**config.mk**
```make
export PLATFORM = sky130hd
export DESIGN_NAME = mano_control_seq
export DESIGN_NICKNAME = d
export VERILOG_FILES = /design/src/rtl/mano_pkg.sv /design/src/rtl/mano_rr_decode.sv /design/src/rtl/mano_control_seq.sv
export SDC_FILE = /design/constraint.sdc
export NUM_CORES = 1
export LEC_CHECK = 0
export ABC_AREA = 1
export CAP_MARGIN = 20
export CORE_MARGIN = 2
export CORE_UTILIZATION = 30
export DETAILED_ROUTE_END_ITERATION = 6
export MAX_ROUTING_LAYER = met4
export PLACE_DENSITY = 0.73
export SYNTH_ARGS = -nofsm -noshare
export SYNTH_HDL_FRONTEND = slang
export SYNTH_SLANG_ARGS = --single-unit
```
**constraint.sdc**
```tcl
create_clock -name clk -period 3.2 [get_ports clk]
set_input_delay 0.64 -clock clk [delete_from_list [all_inputs] [get_ports clk]]
set_output_delay 0.64 -clock clk [all_outputs]
set_load 0.005 [all_outputs]
```
**src/rtl/mano_pkg.sv**
```systemverilog
// Shared encodings for the Mano basic computer: bus selects, opcodes,
// ALU operations and the timing-step type used by the control sequencer.
package mano_pkg;

  localparam int SC_W = 3;

  typedef enum logic [2:0] {
    BUS_AR   = 3'd0,
    BUS_PC   = 3'd1,
    BUS_DR   = 3'd2,
    BUS_AC   = 3'd3,
    BUS_IR   = 3'd4,
    BUS_MEM  = 3'd5,
    BUS_TR   = 3'd6,
    BUS_NONE = 3'd7
  } bus_sel_e;

  typedef enum logic [1:0] {
    ALU_NONE = 2'd0,
    ALU_AND  = 2'd1,
    ALU_ADD  = 2'd2,
    ALU_PASS = 2'd3
  } alu_op_e;

  typedef enum logic [SC_W-1:0] {
    T0 = 3'd0,
    T1 = 3'd1,
    T2 = 3'd2,
    T3 = 3'd3,
    T4 = 3'd4,
    T5 = 3'd5,
    T6 = 3'd6
  } t_step_e;

  localparam logic [2:0] OP_AND = 3'd0;
  localparam logic [2:0] OP_ADD = 3'd1;
  localparam logic [2:0] OP_LDA = 3'd2;
  localparam logic [2:0] OP_STA = 3'd3;
  localparam logic [2:0] OP_BUN = 3'd4;
  localparam logic [2:0] OP_BSA = 3'd5;
  localparam logic [2:0] OP_ISZ = 3'd6;
  localparam logic [2:0] OP_RR  = 3'd7;

  // ALU function applied at T5 for the three AC-loading memory instructions.
  function automatic alu_op_e alu_for_op(input logic [2:0] op);
    unique case (op)
      OP_AND:  return ALU_AND;
      OP_ADD:  return ALU_ADD;
      OP_LDA:  return ALU_PASS;
      default: return ALU_NONE;
    endcase
  endfunction

endpackage

```
**src/rtl/mano_rr_decode.sv**
```systemverilog
// Register-reference decode: skip condition and halt request from the
// IR address field and the AC/E flags. Purely combinational.
module mano_rr_decode
  import mano_pkg::*;
(
  input  logic [11:0] rr_bits,
  input  logic        ac_msb,
  input  logic        ac_zero,
  input  logic        e_flag,
  output logic        skip,
  output logic        halt
);

  // The remaining register-reference bits act on the datapath, not here.
  logic rr_unused;
  assign rr_unused = ^rr_bits[11:5];

  // SPA, SNA, SZA, SZE in bit order 4..1; any enabled test that holds skips.
  assign skip = (rr_bits[4] & ~ac_msb)
              | (rr_bits[3] &  ac_msb)
              | (rr_bits[2] &  ac_zero)
              | (rr_bits[1] & ~e_flag);

  assign halt = rr_bits[0];

endmodule

```
**src/rtl/mano_control_seq.sv**
```systemverilog
// Timing-and-control sequencer for the Mano basic computer: owns SC (T0..T6),
// the latched opcode/indirect bit, and decodes bus select and strobes each step.
module mano_control_seq
  import mano_pkg::*;
(
  input  logic        clk,
  input  logic        rst_n,
  input  logic        start,
  input  logic [15:0] ir,
  input  logic        ac_msb,
  input  logic        ac_zero,
  input  logic        e_flag,
  input  logic        dr_zero,
  output logic [2:0]  bus_sel,
  output logic        ar_ld,
  output logic        ar_inc,
  output logic        pc_ld,
  output logic        pc_inc,
  output logic        dr_ld,
  output logic        dr_inc,
  output logic        ac_ld,
  output logic        ir_ld,
  output logic        tr_ld,
  output logic        mem_rd,
  output logic        mem_wr,
  output logic [1:0]  alu_op,
  output logic        rr_exec,
  output logic [2:0]  sc,
  output logic        halted
);

  logic       run_q, run_d;
  t_step_e    sc_q, sc_d;
  logic [2:0] d_q, d_d;
  logic       i_q, i_d;

  logic     rr_skip, rr_halt;
  bus_sel_e bus_d;
  alu_op_e  alu_d;

  mano_rr_decode u_rr_decode (
    .rr_bits (ir[11:0]),
    .ac_msb  (ac_msb),
    .ac_zero (ac_zero),
    .e_flag  (e_flag),
    .skip    (rr_skip),
    .halt    (rr_halt)
  );

  // NOTE: every signal gets a default before the case so no latch is inferred.
  always_comb begin
    run_d = run_q;
    sc_d  = sc_q;
    d_d   = d_q;
    i_d   = i_q;
    if (!run_q) begin
      sc_d = T0;
      if (start) run_d = 1'b1;
    end else begin
      unique case (sc_q)
        T0: sc_d = T1;
        T1: sc_d = T2;
        T2: begin
          sc_d = T3;
          d_d  = ir[14:12];
          i_d  = ir[15];
        end
        T3: begin
          if (d_q == OP_RR) begin
            sc_d = T0;
            if (!i_q && rr_halt) run_d = 1'b0;
          end else begin
            sc_d = T4;
          end
        end
        T4: sc_d = (d_q == OP_STA || d_q == OP_BUN) ? T0 : T5;
        T5: sc_d = (d_q == OP_ISZ) ? T6 : T0;
        default: sc_d = T0;
      endcase
    end
  end

  // NOTE: state flops use non-blocking assignments so all update together.
  always_ff @(posedge clk or negedge rst_n) begin
    if (!rst_n) begin
      run_q <= 1'b0;
      sc_q  <= T0;
      d_q   <= 3'd0;
      i_q   <= 1'b0;
    end else begin
      run_q <= run_d;
      sc_q  <= sc_d;
      d_q   <= d_d;
      i_q   <= i_d;
    end
  end

  // Outputs decode the current state directly, so an async reset clears them at once.
  always_comb begin
    bus_d   = BUS_NONE;
    alu_d   = ALU_NONE;
    ar_ld   = 1'b0;
    ar_inc  = 1'b0;
    pc_ld   = 1'b0;
    pc_inc  = 1'b0;
    dr_ld   = 1'b0;
    dr_inc  = 1'b0;
    ac_ld   = 1'b0;
    ir_ld   = 1'b0;
    tr_ld   = 1'b0;
    mem_rd  = 1'b0;
    mem_wr  = 1'b0;
    rr_exec = 1'b0;
    if (run_q) begin
      unique case (sc_q)
        T0: begin
          bus_d = BUS_PC;
          ar_ld = 1'b1;
        end
        T1: begin
          bus_d  = BUS_MEM;
          mem_rd = 1'b1;
          ir_ld  = 1'b1;
          pc_inc = 1'b1;
        end
        T2: begin
          bus_d = BUS_IR;
          ar_ld = 1'b1;
        end
        T3: begin
          if (d_q != OP_RR && i_q) begin
            bus_d  = BUS_MEM;
            mem_rd = 1'b1;
            ar_ld  = 1'b1;
          end else if (d_q == OP_RR && !i_q) begin
            rr_exec = 1'b1;
            pc_inc  = rr_skip;
          end
        end
        T4: begin
          unique case (d_q)
            OP_AND, OP_ADD, OP_LDA, OP_ISZ: begin
              bus_d  = BUS_MEM;
              mem_rd = 1'b1;
              dr_ld  = 1'b1;
            end
            OP_STA: begin
              bus_d  = BUS_AC;
              mem_wr = 1'b1;
            end
            OP_BUN: begin
              bus_d = BUS_AR;
              pc_ld = 1'b1;
            end
            OP_BSA: begin
              bus_d  = BUS_PC;
              mem_wr = 1'b1;
              ar_inc = 1'b1;
            end
            default: ;
          endcase
        end
        T5: begin
          unique case (d_q)
            OP_AND, OP_ADD, OP_LDA: begin
              ac_ld = 1'b1;
              alu_d = alu_for_op(d_q);
            end
            OP_BSA: begin
              bus_d = BUS_AR;
              pc_ld = 1'b1;
            end
            OP_ISZ: dr_inc = 1'b1;
            default: ;
          endcase
        end
        T6: begin
          if (d_q == OP_ISZ) begin
            bus_d  = BUS_DR;
            mem_wr = 1'b1;
            pc_inc = dr_zero;
          end
        end
        default: ;
      endcase
    end
  end

  assign bus_sel = bus_d;
  assign alu_op  = alu_d;
  assign sc      = sc_q;
  assign halted  = ~run_q;

endmodule

```
==> results of run 1 <==
## final cells by class
cell class                 count  area share
timing repair buffer          35       0.326
sequential                     8       0.186
tap                           28      0.0326
inverter                      17      0.0593
multi-input combinational     85       0.376
clock buffer                   3      0.0209
## placed cells by master, fill, tap and decap left out
master | synthesis | layout
nor2_1 | 25 | 25
nor4_1 | 1 | 1
o21a_1 | 2 | 2
inv_2 | 1 | 1
nand3_2 | 2 | 2
conb_1 | 1 | 1
nor3_1 | 2 | 2
o21bai_1 | 1 | 1
clkinv_1 | 1 | 1
o2111ai_1 | 1 | 1
nand3_1 | 5 | 5
a21oi_1 | 10 | 10
o21ai_1 | 3 | 3
a22oi_1 | 1 | 1
o21ai_0 | 1 | 1
a31oi_1 | 1 | 1
nand2_1 | 25 | 25
inv_1 | 15 | 15
clkdlybuf4s50_1 | 0 | 35
nor3_2 | 3 | 3
nand4_1 | 1 | 1
dfrtp_1 | 8 | 8
clkbuf_4 | 0 | 3
## power groups by stage
stage	Clock [mW]	Sequential (mW)	Combinational [mW]
2_1_floorplan	0	0.196	0.303
3_3_place_gp	0	0.220	0.526
3_5_place_dp	0	0.222	0.533
4_1_cts	0.0811	0.220	0.537
5_1_grt	0.0858	0.232	0.599
6_report	0.0769	0.223	0.537
## cells by family after synthesis
family / after synthesis
other: 1
AOI/OAI and AO/OA: 20
and+or+nand+nor: 64
DFF: 8
buffers and inverters: 21
## per-stage QoR
step,utilization,hold WS [ns],power (mW),instances,setup slack (ns)
3_5_place_dp,0.481,0.557,0.755,173,0.551
3_3_place_gp,0.481,0.552,0.746,173,0.546
6_report,0.491,0.575,0.838,176,0.553
5_1_grt,0.491,0.619,0.916,176,0.458
4_1_cts,0.491,0.569,0.838,176,0.541
2_1_floorplan,-,0.344,0.498,114,1.51
## tightest hold or removal path, delay by kind of cell (launching register included)
kind	cells	cell delay, ns
compound gates	1	0.12
buf+inv	1	0.07
flops	1	0.34
## worst min path at each step
| stage | from | endpoint |
|---|---|---|
| 5_1_grt | i_q | i_q |
| 6_report | i_q | i_q |
| 3_3_place_gp | i_q | i_q |
| 4_1_cts | i_q | i_q |
| 3_5_place_dp | i_q | i_q |
| 2_1_floorplan | rst_n | d_q[0] |
## sequential cells by signal (all words and copies together), names as in the netlist
signal / count
d_q: 3
i_q: 1
run_q: 1
sc: 3
## per-layer routing
layer,GRT usage,share of wire,up-vias
li1,-,-,433
met1,0.185,0.42,392
met2,0.289,0.50,39
met3,0.0144,0.070,2
met4,0.0789,0.011,0
met5,-,0,-
==> results.json, run 1 <==
{
  "outcome": "finished, final reports clean",
  "overflow": 0,
  "synth_compound_area_frac": 0.166,
  "worstSkewPairLatency_ns": 0.26,
  "die_height_um": 52.1,
  "synth_fp_nets": 137,
  "internal_power_mw": 0.457,
  "numCtsBuffers": 3,
  "max_freq_mhz": 378,
  "yosys_warnings": 0,
  "drv_slew": 0,
  "hp-class": "reg -> reg",
  "crit_fanout": 2,
  "reg2reg_to": "run_q",
  "io_pins": 44,
  "slowest_delay_ns": 0.49,
  "ir_drop_uv": 517,
  "synth_edf_count": 0,
  "portBuffers": 35,
  "root_buffer": "clkbuf_4",
  "endpoint": "pc_inc",
  "combPwrFrac": 0.642,
  "synth_adder_area_share": 0,
  "cts_tree": "yes",
  "multiInputGateArea_um2": 404,
  "period_share": 0.827,
  "synth_top_family_by_area": "simple AND/OR/NAND/NOR gates",
  "clk_pin_slew_worst_paths_ns": 0.05,
  "wl_um": 2030,
  "placed_area_um2": 1050,
  "vias": 866,
  "drtPass1Iterations": 5,
  "synthTopCellsByArea": "dfrtp_1, nand2_1, nor2_1",
  "syn_area_per_cell_um2": 6.08,
  "cp-start-kind": "input pin",
  "ant_nets": 0,
  "fin_setup_tns_ns": 0,
  "swShare": 0.454,
  "drtIter0Drc": 26,
  "synthXorXnorAreaFrac": 0,
  "critical_path.cell_chain": "clkdlybuf4s50_1 > nand2_1 > nand2_1 > inv_1 > nand2_1 > nand2_1 > nand2_1 > nand2_1 > nand2_1 > clkdlybuf4s50_1",
  "grt_pass1_vias": 827,
  "h-tree-depth": 1,
  "cap_viol_max_count": 0,
  "wl_per_cell_um": 11.5,
  "fp.dieW_um": 52.1,
  "synth_top_cell_by_area": "dfrtp_1",
  "cpMostUsedCell": "nand2_1",
  "clock_power_share": 0.092,
  "min_period_ns": 2.65,
  "hold_depth": 2,
  "reg2reg_from": "run_q",
  "drc_errors": 0,
  "core_area_um2": 2190,
  "hpwl_um": 1600,
  "num_rows": 17,
  "end_kind": "primary output",
  "initial_core_util": 0.316,
  "via_per_inst": 4.92,
  "reg2reg_setup_slack_ns": 1.89,
  "setup_viol": 0,
  "powerDensity_nw_per_um2": 778,
  "critical_path_class": "in -> out",
  "syn_to_final_growth_pct": 55.2,
  "crit_start": "ac_msb",
  "crit_buf_inv": 3,
  "synth_async_sr_flop_share": 1.00,
  "rsz0062_at_grt": "false",
  "crit_slowest_cell": "clkdlybuf4s50_1",
  "p_seq_frac": 0.267,
  "yosysUniqueCellTypes": 23,
  "ys.flop_type": "dfrtp_1",
  "ff_latch_area_um2": 200,
  "grt_max_degree": 14,
  "reg2regPathDepth": 3,
  "synth_mux_area_frac": 0,
  "p_leak_nw": 0.495,
  "critPathTopFamily": "buffers and inverters",
  "nets": 173,
  "ys_seq_elements": 8,
  "ctsResizeCount": 0,
  "clk_path_buf_depth": 2,
  "grt_pass1_wl_um": 3280,
  "antennaDiodeCount": 0,
  "gp_congestion": 0.864,
  "synth.cell_area_um2": 693,
  "grt_antenna_before_repair": 0,
  "drive_gt1_frac": 0.0608,
  "skew_ns": 0.00589,
  "die-area_um2": 2710,
  "required_ns": 2.56,
  "stdcell_area_um2": 1080,
  "cts_setup_buffers": 0,
  "synthCells": 114,
  "synth-simple-area-share": 0.412,
  "yosysSeqAreaShare": 0.289,
  "grt_use_total": 0.164,
  "cts_sinks": 8,
  "ys_top_cells_by_count": "nand2_1, nor2_1, inv_1",
  "power.switching_mw": 0.380,
  "cp.depth": 10,
  "fillerInstances": 220,
  "cts_hold_buf": 0,
  "worstPathArrival_ns": 2.01,
  "finalHoldViolations": 0,
  "synth_top_cell_area_share": 0.289
}
No activity file was read; power rests on OpenSTA's default activity.
==> inputs of run 2 (changes only) <==
- PLACE_DENSITY: 0.73 -> 0.76
- clock period: 3.2 -> 2.2 ns (I/O delays scaled with it)
==> results.json, run 2 (same netlist as run 1, synthesis figures left out) <==
{
  "numCtsBuffers": 3,
  "clk_path_buf_depth": 2,
  "multiInputGateArea_um2": 465,
  "p_leak_nw": 0.657,
  "fillerInstances": 206,
  "mostFrequentLayoutCells": "clkdlybuf4s50_1, nand2_1, nor2_1",
  "hpwl_um": 1540,
  "io_pins": 44,
  "drv_slew": 0,
  "initial_core_util": 0.316,
  "ant_nets": 0,
  "worstSkewPairLatency_ns": 0.25,
  "ff_latch_area_um2": 208,
  "worstPathArrival_ns": 1.73,
  "utilization": 0.565,
  "cts_hold_buf": 0,
  "max_freq_mhz": 462,
  "die_height_um": 52.1,
  "via_per_inst": 4.89,
  "stdcell_area_um2": 1240,
  "outcome": "finished, final reports clean",
  "post-place-ws_ns": -0.0411,
  "end_kind": "primary output",
  "syn_to_final_growth_pct": 78.7,
  "cp-start-kind": "flip-flop",
  "min_period_ns": 2.17,
  "cts_sinks": 8,
  "h-tree-depth": 1,
  "rsz0062_at_grt": "true",
  "wl_per_cell_um": 12.2,
  "drtIter0Drc": 18,
  "gp_congestion": 0.897,
  "finalHoldViolations": 0,
  "placed_area_um2": 1070,
  "wl_um": 2260,
  "fp.dieW_um": 52.1,
  "drive_gt1_frac": 0.248,
  "portBuffers": 35,
  "vias": 905,
  "grt_pass1_wl_um": 3220,
  "powerDensity_nw_per_um2": 1140,
  "drtPass1Iterations": 4,
  "overflow": 0,
  "clk_pin_slew_worst_paths_ns": 0.05,
  "grt_pass1_vias": 861,
  "die-area_um2": 2710,
  "cts_tree": "yes",
  "grt_antenna_before_repair": 0,
  "hp-class": "in -> async",
  "ir_drop_uv": 765,
  "period_share": 0.985,
  "setup_ws_ns": 0.0339,
  "root_buffer": "clkbuf_4",
  "power_mw": 1.41,
  "antennaDiodeCount": 0,
  "drc_errors": 0,
  "crit_fanout": 6,
  "grt_use_total": 0.161,
  "core_area_um2": 2190,
  "critical_path_class": "reg -> out",
  "mostFrequentLayoutCell": "clkdlybuf4s50_1",
  "nets": 182,
  "skew_ns": 0.00116,
  "required_ns": 1.76,
  "cap_viol_max_count": 0,
  "num_rows": 17,
  "grt_max_degree": 9,
  "setup_viol": 0
}
[run 2: cell count changes in the layout (fill, tap and decap cells not counted), moves of 2 or more]
cell             before  now
buf_4                 0    7
nor2_2                0    8
nand3_4               0    2
nand2_1              25   23
nor2_1               25   17
dlymetal6s2s_1        0    8
dfrtp_1               8    2
clkdlybuf4s50_1      35   25
dlygate4sd2_1         0    2
inv_1                15   13
nand2_2               0    2
dfrtp_2               0    6
inv_4                 0    3
[run 2: layout make-up]
cell class / count / share of cell area
multi-input cells: 85 / 0.376
repair buffers: 44 / 0.353
flip-flops and latches: 8 / 0.168
inverters: 17 / 0.0576
well taps: 28 / 0.0283
clock buffers: 3 / 0.0182
[run 2: path summary, 6_finish.rpt]
check / from / to / slack (ns) / depth (start not counted)
min in group clk: i_q / i_q / 0.56 / 2
worst min-delay path: rst_n / i_q / 0.48 / 1
max in group asynchronous: rst_n / d_q[1] / 1.43 / 1
worst max register to register: sc[1] / d_q[1] / 0.90 / 4
worst max-delay path: sc[1] / alu_op[1] / 0.03 / 5
worst min register to register: i_q / i_q / 0.56 / 2
[run 2: power by group]
part | switching, mW | internal, mW | total, mW | leakage [nW]
clock | 0.0467 | 0.0622 | 0.109 | 0.0138
sequential | 0.128 | 0.221 | 0.349 | 0.0840
combinational | 0.488 | 0.464 | 0.953 | 0.560
total | 0.663 | 0.747 | 1.41 | 0.657
[run 2: per-layer routing]
| metal | wire length [um] | global-route usage | share of wire | up-vias |
|---|---|---|---|---|
| met5 | 0 | - | 0 | - |
| met4 | 41 | 0.0833 | 0.018 | 0 |
| met3 | 127 | 0.00862 | 0.056 | 6 |
| met2 | 1150 | 0.287 | 0.51 | 43 |
| met1 | 939 | 0.181 | 0.42 | 406 |
| li1 | - | - | - | 450 |
[run 2: critical path, cell delays in order (launching register included)]
cell,delay [ns]
dfrtp_2,0.49
inv_4,0.11
nand3_4,0.09
nor3_2,0.16
o21a_1,0.15
clkdlybuf4s50_1,0.49
[run 2: timing repair]
item                                    CTS  global route
buffers inserted                          4             3
pin swaps                                 2             1
endpoints found under the setup margin   13            12
cloned                                    0             0
resized for setup                        18            21
[run 2: stage by stage]
step | hold WS [ns] | TNS, ns | cells
2_1_floorplan | 0.144 | 0 | 114
3_3_place_gp | 0.555 | -0.0425 | 175
3_5_place_dp | 0.551 | -0.0411 | 175
4_1_cts | 0.475 | -0.0202 | 182
5_1_grt | 0.485 | -0.0486 | 185
6_report | 0.477 | 0 | 185
==> inputs of run 3 (changes only) <==
- CAP_MARGIN: 20 -> default
- PLACE_DENSITY: 0.76 -> 0.71
==> results.json, run 3 (same netlist as run 1, synthesis figures left out) <==
{
  "clk_path_buf_depth": 2,
  "power_mw": 1.39,
  "cts_tree": "yes",
  "end_kind": "primary output",
  "powerDensity_nw_per_um2": 1140,
  "crit_buf_inv": 3,
  "critical_path_class": "reg -> out",
  "reg2reg_to": "sc[0]",
  "wl_um": 2250,
  "gp_congestion": 0.811,
  "critPathTopFamily": "buffers and inverters",
  "crit_fanout": 7,
  "hpwl_um": 1620,
  "critical_path.cell_chain": "inv_2 > nand3_4 > clkinv_1 > nand2_1 > o21a_1 > nand3_1 > clkdlybuf4s50_1",
  "ant_nets": 0,
  "die-area_um2": 2710,
  "grt_use_total": 0.174,
  "setup_ws_ns": -0.0314,
  "fp.dieW_um": 52.1,
  "vias": 927,
  "post-place-cells": 175,
  "io_pins": 44,
  "drtIter0Drc": 20,
  "antennaDiodeCount": 0,
  "syn_to_final_growth_pct": 77.1,
  "mostFrequentLayoutCells": "clkdlybuf4s50_1, nand2_1, nor2_1",
  "finalHoldViolations": 0,
  "via_per_inst": 4.96,
  "cp-start-kind": "flip-flop",
  "cap_viol_max_count": 0,
  "cts_sinks": 8,
  "period_share": 1.01,
  "grt_pass1_wl_um": 3420,
  "slowest_delay_ns": 0.50,
  "reg2reg_from": "sc[0]",
  "portBuffers": 35,
  "grt_pass1_vias": 875,
  "grt_antenna_before_repair": 0,
  "required_ns": 1.76,
  "rsz0062_at_grt": "true",
  "worst_hold_slack_ns": 0.456,
  "reg2reg_setup_slack_ns": 0.96,
  "p_leak_nw": 0.613,
  "hp-class": "in -> async",
  "violations": "negative setup slack",
  "root_buffer": "clkbuf_4",
  "wl_per_cell_um": 12.0,
  "drive_gt1_frac": 0.233,
  "min_period_ns": 2.23,
  "grt_max_degree": 9,
  "stdcell_count": 187,
  "num_rows": 17,
  "numCtsBuffers": 3,
  "skew_ns": 0.00518,
  "clk_pin_slew_worst_paths_ns": 0.05,
  "overflow": 0,
  "reg2regPathDepth": 5,
  "mostFrequentLayoutCell": "clkdlybuf4s50_1",
  "worstSkewPairLatency_ns": 0.25,
  "core_area_um2": 2190,
  "crit_slowest_cell": "clkdlybuf4s50_1",
  "worstPathArrival_ns": 1.79,
  "h-tree-depth": 1,
  "drtPass1Iterations": 4,
  "initial_core_util": 0.316,
  "die_height_um": 52.1,
  "cts_hold_buf": 0,
  "drv_slew": 0,
  "ir_drop_uv": 770,
  "outcome": "finished, violations left",
  "max_freq_mhz": 448,
  "setup_viol": 2,
  "drc_errors": 0,
  "nets": 184
}
==> run 3: changes by cell type in the layout (fill, tap and decap cells not counted), sizes merged <==
cell           delta
clkdlybuf4s50     +4
clkbuf            -1
buf               +3
dlymetal6s2s      -4
==> run 3: routing by layer <==
metal	GRT usage	vias to the layer above	routed length, um
met4	0.0833	0	44
met1	0.181	426	842
met3	0.0201	6	157
met2	0.323	44	1200
met5	-	-	0
li1	-	451	-
==> run 3: through the flow <==
step	utilization	setup slack [ns]	TNS (ns)	area [um^2]
after floorplan	-	0.714	0	693
after global placement	0.488	-0.0430	-0.0430	1070
after detailed placement	0.488	-0.0390	-0.0390	1070
after CTS	0.529	-0.0223	-0.0482	1160
after global routing	0.560	-0.128	-0.567	1230
final	0.560	-0.0314	-0.0571	1230
==> run 3: layout make-up <==
cell class	instances	area, um^2
multi-input combinational	85	455
sequential	8	208
clock buffer	3	22.5
tap	28	35.0
timing repair buffer	46	440
fill	203	963
inverter	17	66.3
==> run 3: worst max-delay path by stage <==
stage,start,to,slack [ns],cells past startpoint
floorplan,sc[1],alu_op[1],0.71,5
global placement,ac_msb,pc_inc,-0.04,10
detailed placement,ac_msb,pc_inc,-0.04,10
CTS,sc[1],bus_sel[2],-0.02,7
global route,sc[1],bus_sel[0],-0.13,7
finish,sc[1],bus_sel[2],-0.03,7
==> run 3: timing repair <==
action / in CTS / in global routing
endpoints found under the setup margin: 13 / 12
gates resized for setup: 15 / 13
pin swaps: 3 / 4
setup buffers: 6 / 3
==> run 3: where the power goes <==
| part | internal, mW | leakage (nW) | switching, mW | total, mW |
|---|---|---|---|---|
| sequential | 0.220 | 0.0840 | 0.137 | 0.357 |
| combinational | 0.471 | 0.515 | 0.457 | 0.928 |
| clock | 0.0622 | 0.0138 | 0.0471 | 0.109 |
